<file path="config.mk">
export PLATFORM = sky130hd
export DESIGN_NAME = field_packer
export DESIGN_NICKNAME = d
export VERILOG_FILES = /design/src/rtl/field_packer_pkg.sv /design/src/rtl/field_packer.sv
export SDC_FILE = /design/constraint.sdc
export NUM_CORES = 1
export LEC_CHECK = 0
export ABC_CLOCK_PERIOD_IN_PS = 2500
export CAP_MARGIN = 0
export CORE_MARGIN = 5
export CORE_UTILIZATION = 45
export DETAILED_ROUTE_END_ITERATION = 10
export GPL_ROUTABILITY_DRIVEN = 1
export PLACE_DENSITY_LB_ADDON = 0.2
export SETUP_SLACK_MARGIN = 0.05
export SLEW_MARGIN = 15
export SYNTH_ARGS = -nofsm -noshare
export SYNTH_HDL_FRONTEND = slang
export SYNTH_SLANG_ARGS = --single-unit
</file>
<file path="constraint.sdc">
create_clock -name clk -period 2.5 [get_ports clk]
set_clock_uncertainty 0.1 [all_clocks]
set_input_delay 0.375 -clock clk [delete_from_list [all_inputs] [get_ports clk]]
set_output_delay 0.375 -clock clk [all_outputs]
set_load 0.01 [all_outputs]
</file>
<file path="src/rtl/field_packer_pkg.sv">
// Shared types and sizing helpers for the field packer.
// State encoding plus the width helper used for the field-count output.
package field_packer_pkg;

  typedef enum logic {
    FILL = 1'b0,
    HOLD = 1'b1
  } state_t;

  // Bits needed to hold a count of 0..n_fields inclusive.
  function automatic int unsigned count_w(input int unsigned n_fields);
    return $clog2(n_fields + 1);
  endfunction

endpackage

</file>
<file path="src/rtl/field_packer.sv">
// Packs FIELD_W-bit fields into N_FIELDS-slot words with early close on in_last.
// Define FIELD_PACKER_LSB_FIRST_EN to place slot 0 in the low bits instead of the high bits.
module field_packer
  import field_packer_pkg::*;
#(
  parameter int FIELD_W  = 12,
  parameter int N_FIELDS = 4
) (
  input  logic                          clk,
  input  logic                          rst_n,
  input  logic                          in_valid,
  output logic                          in_ready,
  input  logic [FIELD_W-1:0]            in_data,
  input  logic                          in_last,
  output logic                          out_valid,
  input  logic                          out_ready,
  output logic [FIELD_W*N_FIELDS-1:0]   out_data,
  output logic [$clog2(N_FIELDS+1)-1:0] out_count
);

  localparam int WORD_W = FIELD_W * N_FIELDS;
  localparam int IDX_W  = $clog2(N_FIELDS);
  localparam int CNT_W  = count_w(N_FIELDS);

  state_t             state;
  logic [IDX_W-1:0]   idx;
  logic [WORD_W-1:0]  word;
  logic [CNT_W-1:0]   count;
  logic               valid_q;
  logic               accept;
  logic               last_slot;
  logic [CNT_W-1:0]   count_next;

  // Returns a word holding only field f in the given slot, all other bits zero.
  function automatic logic [WORD_W-1:0] place(input logic [FIELD_W-1:0] f,
                                              input logic [IDX_W-1:0]   slot);
    logic [WORD_W-1:0] res;
    int lo;
    res = '0;
    for (int k = 0; k < N_FIELDS; k++) begin
`ifdef FIELD_PACKER_LSB_FIRST_EN
      lo = k * FIELD_W;
`else
      lo = (N_FIELDS - 1 - k) * FIELD_W;
`endif
      if (slot == IDX_W'(k)) res[lo +: FIELD_W] = f;
    end
    return res;
  endfunction

  // A held word can be handed off and a new field taken in the same cycle.
  assign in_ready   = (state == FILL) || (state == HOLD && out_ready);
  assign accept     = in_valid && in_ready;
  assign last_slot  = (idx == IDX_W'(N_FIELDS - 1));
  assign count_next = CNT_W'(idx) + CNT_W'(1);

  assign out_valid  = valid_q;
  assign out_data   = word;
  assign out_count  = count;

  always_ff @(posedge clk or negedge rst_n) begin
    if (!rst_n) begin
      state   <= FILL;
      idx     <= '0;
      word    <= '0;
      count   <= '0;
      valid_q <= 1'b0;
    end else begin
      unique case (state)
        FILL: begin
          if (accept) begin
            // Slot 0 starts a fresh word, so every other slot is cleared here.
            word  <= (idx == '0) ? place(in_data, idx) : (word | place(in_data, idx));
            count <= count_next;
            if (last_slot || in_last) begin
              state   <= HOLD;
              valid_q <= 1'b1;
              idx     <= '0;
            end else begin
              idx <= idx + IDX_W'(1);
            end
          end
        end
        HOLD: begin
          if (out_ready) begin
            if (accept) begin
              word  <= place(in_data, IDX_W'(0));
              count <= CNT_W'(1);
              if (in_last) begin
                state   <= HOLD;
                valid_q <= 1'b1;
                idx     <= '0;
              end else begin
                state   <= FILL;
                valid_q <= 1'b0;
                idx     <= IDX_W'(1);
              end
            end else begin
              state   <= FILL;
              valid_q <= 1'b0;
              idx     <= '0;
              count   <= '0;
            end
          end
        end
        default: begin
          state   <= FILL;
          valid_q <= 1'b0;
          idx     <= '0;
        end
      endcase
    end
  end

endmodule
</file>
==> impl_metrics.yaml <==
grt:
  grt-ovfl-total: 0
  grt.busiest_layer: "met2"
  grt_pass1_vias: 1569
  grtUsageMet2_pct: 27.6
  grt_usage_pct: 16.8
  use_met3_pct: 4.99
  grt_pass1_wl_mm: 8.09
  use_met1_pct: 21.4
  grt_start_max_net_pins: 49
  grt_antenna_before_repair: 0
floorplan:
  dieArea_sq_um: 6280
  die_w_microns: 79.2
  rows: 25
  fp.coreArea_sq_um: 4690
  die_y_microns: 79.2
  io_pins: 70
  start_util_pct: 45.9
cts:
  cts_buffers: 5
  cts-root-buf: "clkbuf_8"
  clkTransAtPathRegs_ns: 0.10
  cts_resized: 0
  cts_tree: "built"
  insertion_delay_ns: 0.31
  hold_buffers: 1
  post_cts_buffers: 0
  clock-sinks: 55
  htreeDepth: 2
  clockBufferDepth: 2
finish:
  multi_input_comb_area_sq_um: 697
  fillers: 359
  seq_area_sq_um: 1380
  nets: 247
  synthToLayoutAreaGrowth_pct: 39.3
  drive_gt1_share_pct: 12.8
  n_antenna_cell: 0
synthesis:
  synth_cells: 152
  synth.distinct_cells: 20
  yosysSeqAreaShare_pct: 63.8
  yosys-mux-area-fraction_pct: 8.18
  synth_fa_ha_area_share_pct: 2.32
  synth_area_sq_um: 2160
  ys_warn_count: 0
  synth_fp_nets: 173
  synth_compound_area_share_pct: 17.8
  ys_seq_elements: 55
  synth_xor_area_share_pct: 0
  synth_top_family_by_area: "compound AO/OA/AOI/OAI gates"
  synthSimpleGateAreaFrac_pct: 4.06
  avgSynthCellArea_sq_um: 14.2
sta:
  final_max_slew_viol_count: 0
  rsz0062_at_grt: "false"
  holdWs_ns: 0.413
  fmax_mhz: 443
  finalSetupViolCount: 0
  hold_violations: 0
  tightestPinTransition_ns: 0.457
  fin_crit_ns: 2.26
  slew_headroom_pct: 69.5
  fin_tns_setup_ns: 0
  min_period_over_period_pct: 90.4
placement:
  io_buffer_count: 69
  gp_congestion: 0.941
  post-dp-hpwl_mm: 3.58
power_and_ir_drop:
  powerDensity_nw_per_um2: 795
  internal_power_uw: 1700
  switching_share_pct: 28.9
  seqPwrFrac_pct: 48.5
  p_switching_uw: 690
  pwr-share-comb_pct: 31.0
  leakagePower_uw: 0.00136
  clockPowerShare_pct: 20.5
  ir_worst_vdd_mv: 0.367
  total_power_uw: 2390
drt:
  drc: 0
  first_pass_iters: 4
  wire_per_inst_microns: 17.6
  drt-initial-drc-count: 119
  wl_mm: 4.94
  vias: 1548
  vias_per_cell: 5.51
  drtAntennaViolNets: 0
job:
  maxCapViolCount: 0
outcome:
  status: "finished, final reports clean"
critical_path:
  crit_required_ns: 2.03
  criticalPathCategory: "primary input to output port"
  critPathLaunchType: "primary input"
  worst-endpoint-arrival_ns: 1.78
  cp_max_fo: 7
  end_kind: "output port"
worst_hold_path:
  hp-class: "register to register"
[cell type report]
type | count | share of cell area, %
clock buffers | 5 | 2.29
repair buffers | 77 | 25.3
multi-input cells | 84 | 23.2
clock inverters | 3 | 0.750
inverters | 3 | 0.375
flip-flops and latches | 55 | 45.8
well taps | 54 | 2.25
[cells by family (layout without fill, tap and decap cells)]
group           Yosys count  in the layout
compound gates           46             46
fa+ha+maj                 4              4
simple gates             18             18
mux                      16             16
buf+inv                  13             88
flops                    55             55
[worst paths after layout]
path / slack [ns] / from / endpoint / depth (start not counted)
min reg2reg: 0.41 / out_data[16]$_DFFE_PN0P_ / out_data[16]$_DFFE_PN0P_ / 1
max in group asynchronous: 1.06 / rst_n / async pin / 3
max: 0.24 / out_ready / in_ready / 4
min: 0.41 / out_data[16]$_DFFE_PN0P_ / out_data[16]$_DFFE_PN0P_ / 1
max reg2reg: 0.58 / idx[0]$_DFFE_PN0P_ / register / 6
min in group asynchronous: 0.44 / rst_n / async pin / 2
[stage by stage]
step | cell area (sq um) | utilization, % | worst slack (ns) | instances
global route | 3000 | 64.0 | 0.148 | 281
finish | 3000 | 64.0 | 0.240 | 281
global placement | 2900 | 61.9 | 0.318 | 272
detailed placement | 2900 | 61.9 | 0.251 | 272
CTS | 3000 | 64.0 | 0.241 | 281
floorplan | 2160 | - | 0.799 | 152
[power groups by stage]
stage | Clock (uW) | Combinational (uW) | Sequential, uW
3_5_place_dp | 0 | 746 | 1180
5_1_grt | 550 | 792 | 1180
4_1_cts | 503 | 750 | 1160
2_1_floorplan | 0 | 248 | 1230
3_3_place_gp | 0 | 726 | 1160
6_report | 489 | 741 | 1160
[critical path, stage by stage]
cell and delay [ns]:
clkdlybuf4s50_1 0.62, nor2b_1 0.12, inv_1 0.12, clkdlybuf4s50_1 0.55
[routing by layer]
metal	vias up	share of wire, %
li1	710	-
met1	768	43
met2	65	50
met3	5	6.4
met4	0	1.0
met5	-	0
[placed cells by master (no fill, tap or decap)]
cell type,count
dlygate4sd3_1,1
dfrtp_1,55
and2_1,3
buf_2,1
and3_1,1
o22ai_1,1
buf_4,6
clkdlybuf4s50_1,68
a22o_1,37
ha_1,4
clkinv_4,1
nor2_1,3
o221ai_1,1
inv_6,1
inv_1,3
a31oi_1,1
buf_12,1
nand2_1,7
o21ai_0,4
clkinv_2,1
mux2i_1,3
clkbuf_8,5
a221oi_1,1
nor2b_1,4
o31a_1,1
mux2_2,13
[Yosys cell counts]
cell type	n	area, sq um
a221oi_1	1	8.76
a22o_1	37	324
a31oi_1	1	6.26
and2_1	3	18.8
and3_1	1	6.26
buf_2	6	30.0
buf_4	1	7.51
buf_6	3	33.8
dfrtp_1	55	1380
ha_1	4	50.1
inv_1	3	11.3
mux2_2	13	146
mux2i_1	3	30.0
nand2_1	7	26.3
nor2_1	3	11.3
nor2b_1	4	25.0
o21ai_0	4	20.0
o221ai_1	1	8.76
o22ai_1	1	6.26
o31a_1	1	8.76
No activity file was read; power rests on OpenSTA's default activity.
